**config.mk**
```make
export PLATFORM = sky130hd
export DESIGN_NAME = tz_rresp_buffer
export DESIGN_NICKNAME = d
export VERILOG_FILES = /design/src/rtl/tz_rresp_buffer.sv
export SDC_FILE = /design/constraint.sdc
export NUM_CORES = 1
export LEC_CHECK = 0
export CORE_MARGIN = 2
export CORE_UTILIZATION = 51
export CTS_BUF_LIST = sky130_fd_sc_hd__clkbuf_8
export DETAILED_ROUTE_END_ITERATION = 10
export PLACE_DENSITY = 0.83
export SLEW_MARGIN = 20
export SYNTH_ARGS = -nofsm -noshare
export SYNTH_HDL_FRONTEND = slang
export SYNTH_SLANG_ARGS = --single-unit
```
**constraint.sdc**
```tcl
create_clock -name clk -period 2.1 [get_ports clk]
set_input_delay 0.63 -clock clk [delete_from_list [all_inputs] [get_ports clk]]
set_output_delay 0.63 -clock clk [all_outputs]
set_load 0.05 [all_outputs]
```
**src/rtl/tz_rresp_buffer.sv**
```systemverilog
// ---------------------------------------------------------------------------
// tz_rresp_buffer
//
// Read-response buffer that sits directly upstream of the SoC peripheral read
// port. It queues read responses, each tagged with its TrustZone security
// level, and feeds the downstream rdata / rdata_security_level inputs.
// Secure data that is returned to a non-secure requester is scrubbed to zero
// before it is written into storage, so it can never reach downstream logic.
// Each scrubbed push raises a one-cycle violation pulse.
//
// Parameters
//   DATA_W  width of read data
//   DEPTH   number of FIFO entries (power of two, >= 2)
//   CNT_W   width of the saturating violation counter
//
// Ports
//   clk                   single clock, all state changes on posedge
//   rst_n                 synchronous active-low reset
//   in_valid / in_ready   upstream handshake (in_ready = !full)
//   in_data               response data
//   in_sec                1 = data is secure
//   in_master_ns          1 = requester of this response is non-secure
//   out_valid / out_ready downstream handshake (out_valid = !empty)
//   rdata                 head data, 0 while the buffer is empty
//   rdata_security_level  head security tag, 0 while the buffer is empty
//   violation             registered pulse, high the cycle after a scrubbed push
//   viol_count            saturating count of violation cycles
//
// Build option
//   TZ_VIOL_CNT_EN  when defined, viol_count counts violation cycles and
//                   saturates at all-ones; when undefined viol_count is tied
//                   to zero and no counter flops exist.
// ---------------------------------------------------------------------------
module tz_rresp_buffer #(
  parameter int unsigned DATA_W = 32,
  parameter int unsigned DEPTH  = 4,
  parameter int unsigned CNT_W  = 8
) (
  input  logic              clk,
  input  logic              rst_n,
  input  logic              in_valid,
  output logic              in_ready,
  input  logic [DATA_W-1:0] in_data,
  input  logic              in_sec,
  input  logic              in_master_ns,
  output logic              out_valid,
  input  logic              out_ready,
  output logic [DATA_W-1:0] rdata,
  output logic              rdata_security_level,
  output logic              violation,
  output logic [CNT_W-1:0]  viol_count
);

  localparam int unsigned PTR_W    = $clog2(DEPTH);
  localparam int unsigned CNT_BITS = PTR_W + 1;
  localparam logic [CNT_BITS-1:0] DEPTH_C = CNT_BITS'(DEPTH);

  if ((DEPTH < 2) || ((DEPTH & (DEPTH - 1)) != 0)) begin : g_bad_depth
    $error("tz_rresp_buffer: DEPTH must be a power of two and >= 2");
  end

  // Storage
  logic [DATA_W-1:0] data_mem [DEPTH];
  logic [DEPTH-1:0]  sec_mem;

  // Queue state
  logic [PTR_W-1:0]    wr_ptr;
  logic [PTR_W-1:0]    rd_ptr;
  logic [CNT_BITS-1:0] count;
  logic                violation_q;

  // Handshake decode
  logic              full;
  logic              empty;
  logic              push;
  logic              pop;
  logic              scrub;
  logic [DATA_W-1:0] wr_data;

  always_comb begin
    full    = (count == DEPTH_C);
    empty   = (count == '0);
    // A full buffer never accepts, even when the head is popped this cycle.
    push    = in_valid & ~full;
    pop     = out_ready & ~empty;
    scrub   = in_sec & in_master_ns;
    wr_data = scrub ? '0 : in_data;
  end

  // Storage has no reset: contents are unobservable until written because
  // the outputs are gated by out_valid.
  always_ff @(posedge clk) begin
    if (push) begin
      data_mem[wr_ptr] <= wr_data;
      sec_mem[wr_ptr]  <= in_sec;
    end
  end

  // Pointers wrap naturally since DEPTH is a power of two.
  always_ff @(posedge clk) begin
    if (!rst_n) begin
      wr_ptr      <= '0;
      rd_ptr      <= '0;
      count       <= '0;
      violation_q <= 1'b0;
    end else begin
      if (push) begin
        wr_ptr <= wr_ptr + 1'b1;
      end
      if (pop) begin
        rd_ptr <= rd_ptr + 1'b1;
      end
      case ({push, pop})
        2'b10:   count <= count + 1'b1;
        2'b01:   count <= count - 1'b1;
        default: count <= count;
      endcase
      violation_q <= push & scrub;
    end
  end

  // Outputs: state-only, so there is no same-cycle path from in_* to out_*.
  always_comb begin
    in_ready             = ~full;
    out_valid            = ~empty;
    rdata                = empty ? '0 : data_mem[rd_ptr];
    rdata_security_level = empty ? 1'b0 : sec_mem[rd_ptr];
    violation            = violation_q;
  end

`ifdef TZ_VIOL_CNT_EN
  logic [CNT_W-1:0] viol_cnt_q;

  always_ff @(posedge clk) begin
    if (!rst_n) begin
      viol_cnt_q <= '0;
    end else if (violation_q && (viol_cnt_q != '1)) begin
      viol_cnt_q <= viol_cnt_q + 1'b1;
    end
  end

  assign viol_count = viol_cnt_q;
`else
  assign viol_count = '0;
`endif

  // Occupancy must stay within bounds and agree with the pointer distance.
  always_ff @(posedge clk) begin
    if (rst_n) begin
      assert (count <= DEPTH_C)
        else $error("tz_rresp_buffer: count overflow");
      assert (!(count == '0 && pop))
        else $error("tz_rresp_buffer: pop while empty");
      assert (!(full && push))
        else $error("tz_rresp_buffer: push while full");
      assert ((wr_ptr - rd_ptr) == count[PTR_W-1:0])
        else $error("tz_rresp_buffer: pointer/count mismatch");
    end
  end

endmodule
```
==> flow_metrics.py, run 1 <==
metrics = {
    "setup_path": {
        "cp-start-kind": "register",
        "cp.required_ns": 1.47,
        "ff2ff_path_depth": 10,
        "rr_endpoint": "count[2]",
        "arrival_ns": 1.87,
        "path_max_fanout": 6,
        "critPathKind": "reg -> out",
        "worstSetupEndpointType": "output port",
        "r2r_start": "count[2]",
        "regToRegSetupSlack_ns": 0.10,
    },
    "synthesis": {
        "ys_seq_area_share_pct": 71.1,
        "synth-seq-cells": 142,
        "avgSynthCellArea_um2": 18.8,
        "synthFlopType": "edfxtp_1",
        "synthTopCellsByArea": "edfxtp_1 68%, mux4_2 12%, and2_1 4.1%, dfxtp_1 3.4%, nor2b_1 3.2%",
        "yosysMostFrequentCell": "edfxtp_1",
        "yosysWarnings": 0,
        "synth_area_leader_cell": "edfxtp_1",
        "netlist_area_um2": 5850,
        "synth-edff-count": 132,
        "synth_cells": 311,
        "synth.top_cell.area_share_pct": 67.7,
        "ys_top_cells_by_count": "132 x edfxtp_1, 38 x and2_1, 31 x mux4_2",
        "yosysUniqueCellTypes": 29,
        "synthArstFlopShare_pct": 0,
    },
    "timing": {
        "rsz0062_at_grt": "yes",
        "finalSetupTns_ns": -11.39,
        "setup_ws_ns": -0.397,
        "final.min_clock_period_ns": 2.50,
        "hold_viol": 0,
        "drv_slew": 0,
        "setup_violations": 34,
        "max_freq_mhz": 401,
        "finalCritPeriodShare_pct": 119,
        "skew_ns": 0.0124,
    },
    "floorplanning": {
        "core_um2": 11300,
        "die-area_um2": 12300,
        "rows": 39,
        "start_util_pct": 51.7,
        "die_w_um": 111,
        "die_y_um": 111,
        "io_pins": 82,
    },
    "grt": {
        "grt_overflow": 0,
        "grt_max_degree": 33,
        "grt_pass1_wl_um": 18900,
        "grt_pass1_vias": 3430,
        "grt.total_usage_pct": 20.9,
        "antenna_found_initial": 0,
    },
    "route": {
        "vias_per_cell": 5.38,
        "post-route-drc-count": 0,
        "routed_wl_um": 11900,
        "drtIter0Drc": 171,
        "first_pass_iters": 4,
        "routedWlPerCell_um": 20.5,
        "via_count": 3132,
        "ant_nets": 0,
    },
    "status": {
        "status": "complete, but fails checks",
        "violations": "setup timing",
    },
    "cts": {
        "clk_latency_ns": 0.44,
        "htree_levels": 4,
        "clock-root-buffer": "clkbuf_8",
        "ctsLongestPathBuffers": 2,
        "cts_buffers": 17,
        "path_clk_slew_ns": 0.08,
        "clkSinkCount": 142,
        "cts_tree": "yes",
    },
    "pwr": {
        "p_per_area_nw_per_um2": 1490,
        "power_leakage_uw": 0.00284,
        "ir_worst_vdd_mv": 1.29,
    },
    "cells_and_area": {
        "fin_nets": 470,
        "design_area_um2": 7930,
        "diodes": 0,
        "syn_to_final_growth_pct": 35.5,
        "final_layout_size_suffix_gt1_share_pct": 42.6,
    },
    "min_path": {
        "min_path_cells": 2,
        "hp-start": "rd_ptr[1]",
        "min_path_type": "reg -> reg",
    },
    "placed_design": {
        "finalWeightedCongestion": 0.737,
        "place_area_um2": 7020,
        "dp_hpwl_um": 6780,
        "port_buffers": 73,
    },
    "job": {
        "drv_cap": 0,
    },
}
## critical path, stage by stage (launching register included)
cell and delay (ns):
dfxtp_4 0.43, buf_6 0.17, mux4_2 0.53, nor2b_4 0.16, buf_12 0.14
## worst max-delay path by stage
stage,startpoint,endpoint,slack (ns),cells past startpoint
6_report,register,rdata[25],-0.40,4
5_1_grt,register,rdata[25],-0.45,4
2_1_floorplan,in_valid,count[2],0.01,8
4_1_cts,register,rdata[28],-0.46,5
3_5_place_dp,out_ready,count[2],-0.54,8
3_3_place_gp,out_ready,count[2],-0.43,8
## timing repair
item	CTS	global route
gates cloned	7	0
pin swaps	1	2
buffers inserted	10	5
hold buffers	0	0
gates resized for setup	83	25
endpoints found under the setup margin	36	36
## logic make-up after synthesis
| family | count (synthesis) | share of synthesized area, % |
|---|---|---|
| AOI/OAI and AO/OA | 8 | 0.876 |
| xor gates and xnor gates | 2 | 0.299 |
| adders and majority gates | 6 | 1.41 |
| buffers and inverters | 30 | 3.55 |
| DFF | 142 | 71.1 |
| muxes | 35 | 13.2 |
| other | 1 | 0.0641 |
| and+or+nand+nor | 87 | 9.49 |
## sequential cells by signal, summed over array words and instances, names as in the netlist, named ones only
signal / flops
rd_ptr: 2
violation: 1
data_mem: 128
wr_ptr: 2
count: 3
sec_mem: 4
## cells in the final DEF, fill, tap and decap left out, types with 9 or more instances in the layout
cell / instances
nand2_1: 9
edfxtp_1: 132
buf_12: 20
mux4_2: 33
and2_1: 34
nor2b_4: 33
clkdlybuf4s50_1: 36
buf_4: 13
clkbuf_8: 18
buf_6: 31
## where the power goes
part / leakage (µW) / switching [µW] / internal [µW]
Clock: 0.000164 / 980 / 820
Combinational: 0.00136 / 3270 / 3150
Sequential: 0.00131 / 139 / 3450
## routing by layer
metal | global-route usage, % | vias to the layer above | routed length, µm
met4 | 8.15 | 0 | 176
li1 | - | 1404 | -
met3 | 5.41 | 16 | 623
met5 | 0 | - | 0
met2 | 35.3 | 102 | 6400
met1 | 26.1 | 1610 | 4750
## stage by stage
step | power (µW) | hold WS (ns) | worst slack (ns) | util (%) | instances
after global placement | 8170 | 0.479 | -0.431 | 62.0 | 534
after detailed placement | 8230 | 0.509 | -0.543 | 62.0 | 534
final | 11800 | 0.518 | -0.397 | 70.0 | 582
after CTS | 11800 | 0.512 | -0.456 | 70.2 | 583
after global routing | 12300 | 0.538 | -0.452 | 70.0 | 582
after floorplan | 6750 | 0.468 | 0.0116 | - | 318
## area by class of cell
cell class / instances / area (µm²)
Sequential cell: 142 / 4180
Fill cell: 714 / 3390
Multi-Input combinational cell: 146 / 1760
Timing Repair Buffer: 112 / 1450
Clock buffer: 18 / 248
Tap cell: 143 / 179
Clock inverter: 14 / 82.6
Inverter: 7 / 28.8
Power figures use the tool's default switching activity.
==> run 2, diff against run 1 <==
Settings changed: CAP_MARGIN from default to 20, CORE_ASPECT_RATIO from default to 1.4, REMOVE_ABC_BUFFERS from default to 1.
==> run 2 against run 1 <==
Compared with the run above:
- the run still ends with setup timing left
- combinational power is 6.2% lower
- global-route usage is 1.0 points lower
- via count is 0.19% lower
- sequential power hardly changed
- clock power is 21% higher
- cell area is 0.63% lower
- register-to-register slack hardly changed
- critical path type unchanged
- hold slack worse by 0.00096 ns
==> flow_metrics.py, run 2 (synthesized netlist as in run 1, its figures left out) <==
metrics = {
    "cts": {
        "path_clk_slew_ns": 0.08,
        "cts_tree": "yes",
        "ctsLongestPathBuffers": 2,
        "clock-root-buffer": "clkbuf_8",
        "htree_levels": 4,
        "clkSinkCount": 142,
        "hold_buffers": 0,
        "cts_buffers": 17,
        "clk_latency_ns": 0.43,
    },
    "min_path": {
        "min_path_type": "reg -> reg",
        "hp-start": "rd_ptr[1]",
    },
    "timing": {
        "max_freq_mhz": 395,
        "setup_violations": 34,
        "finalCritPeriodShare_pct": 121,
        "rsz0062_at_grt": "yes",
        "finalSetupTns_ns": -12.30,
        "drv_slew": 0,
        "hold_viol": 0,
        "setup_ws_ns": -0.434,
        "skew_ns": 0.00953,
        "final.min_clock_period_ns": 2.53,
    },
    "placed_design": {
        "finalWeightedCongestion": 0.739,
        "place_area_um2": 6990,
        "dp_hpwl_um": 6940,
        "dp_worst_setup_slack_ns": -0.626,
        "port_buffers": 73,
    },
    "pwr": {
        "ir_worst_vdd_mv": 1.01,
        "p_per_area_nw_per_um2": 1490,
        "power_leakage_uw": 0.00278,
    },
    "status": {
        "status": "complete, but fails checks",
        "violations": "setup timing",
    },
    "floorplanning": {
        "start_util_pct": 51.9,
        "io_pins": 82,
        "die_w_um": 94.5,
        "core_um2": 11300,
        "rows": 46,
        "die_y_um": 131,
        "die-area_um2": 12400,
    },
    "route": {
        "first_pass_iters": 4,
        "post-route-drc-count": 0,
        "vias_per_cell": 5.33,
        "drtIter0Drc": 229,
        "via_count": 3126,
        "routed_wl_um": 11800,
        "ant_nets": 0,
        "routedWlPerCell_um": 20.2,
    },
    "cells_and_area": {
        "diodes": 0,
        "largest_reg_flops": 128,
        "top_regs": "data_mem: 128 flops, sec_mem: 4 flops, count: 3 flops",
        "design_area_um2": 7880,
        "mostFrequentLayoutCells": "132 x edfxtp_1, 36 x clkdlybuf4s50_1, 34 x and2_1",
        "layout_commonest_cell": "edfxtp_1",
        "fin_nets": 473,
        "final_layout_size_suffix_gt1_share_pct": 38.5,
        "fin_util_pct": 69.9,
        "syn_to_final_growth_pct": 34.6,
        "top_register": "data_mem",
    },
    "grt": {
        "grt.total_usage_pct": 19.9,
        "grt_pass1_vias": 3277,
        "grt_pass1_wl_um": 17200,
        "grt_overflow": 0,
        "antenna_found_initial": 0,
        "grt_max_degree": 33,
    },
    "setup_path": {
        "path_max_fanout": 6,
        "r2r_start": "count[2]",
        "crit_chain": "buf_4 -> buf_6 -> mux4_2 -> nor2b_1 -> buf_6",
        "arrival_ns": 1.90,
        "worst_path_most_repeated_cell": "buf_6",
        "worstSetupEndpointType": "output port",
        "cp-start-kind": "register",
        "critPathKind": "reg -> out",
        "cpPeakStageDelay_ns": 0.48,
        "slowest_stage": "mux4_2",
        "cp.required_ns": 1.47,
    },
    "job": {
        "drv_cap": 0,
    },
}
-- run 2: metrics by stage --
stage	instances	total power (µW)	hold WS, ns
final	586	11800	0.517
after global routing	586	12200	0.552
after CTS	578	11300	0.514
after detailed placement	535	8200	0.502
after global placement	535	8100	0.475
after floorplan	295	5610	0.468
-- run 2: worst paths after layout --
path              end  slack [ns]  cells past startpoint
max          rdata[4]       -0.43                      5
min          register        0.52                      2
max reg2reg  count[2]        0.09                     10
min reg2reg  register        0.52                      2
-- run 2: critical path, delay by kind of cell (launching register included) --
kind                   cells  cell delay (ns)
AND/OR/NAND/NOR            1             0.17
multiplexers               1             0.48
buffers and inverters      3             0.39
flip-flops                 1             0.43
-- run 2: power breakdown --
group | leakage (µW) | total [µW] | switching (µW) | internal, µW
registers | 0.00131 | 3580 | 132 | 3450
logic | 0.00127 | 6020 | 3140 | 2880
clock network | 0.000199 | 2180 | 1010 | 1170
total | 0.00278 | 11800 | 4280 | 7500
-- run 2: layout make-up --
type	count	area (µm²)
clock buffers	17	234
clock inverters	15	170
fillers	703	3400
inverters	7	28.8
multi-input cells	146	1620
flip-flops and latches	142	4180
well taps	144	180
repair buffers	115	1470
-- run 2: repair_timing --
item | CTS | global route
hold endpoints to repair | 0 | 0
cloned | 3 | 3
buffers inserted | 8 | 6
pin swaps | 1 | 2
setup endpoints to repair | 36 | 35
gates resized for setup | 41 | 31
-- run 2: per-layer routing --
| layer | GRT usage, % | routed length (µm) | share of wire, % |
|---|---|---|---|
| met1 | 21.9 | 4330 | 37 |
| met2 | 35.2 | 6620 | 56 |
| met3 | 5.85 | 657 | 5.6 |
| met4 | 9.38 | 201 | 1.7 |
| met5 | 0 | 0 | 0 |
==> run 3, diff against run 2 <==
Settings changed: SLEW_MARGIN 20 to default.
==> results of run 3 <==
Final layout, timing and power as in run 2 (identical DEF).
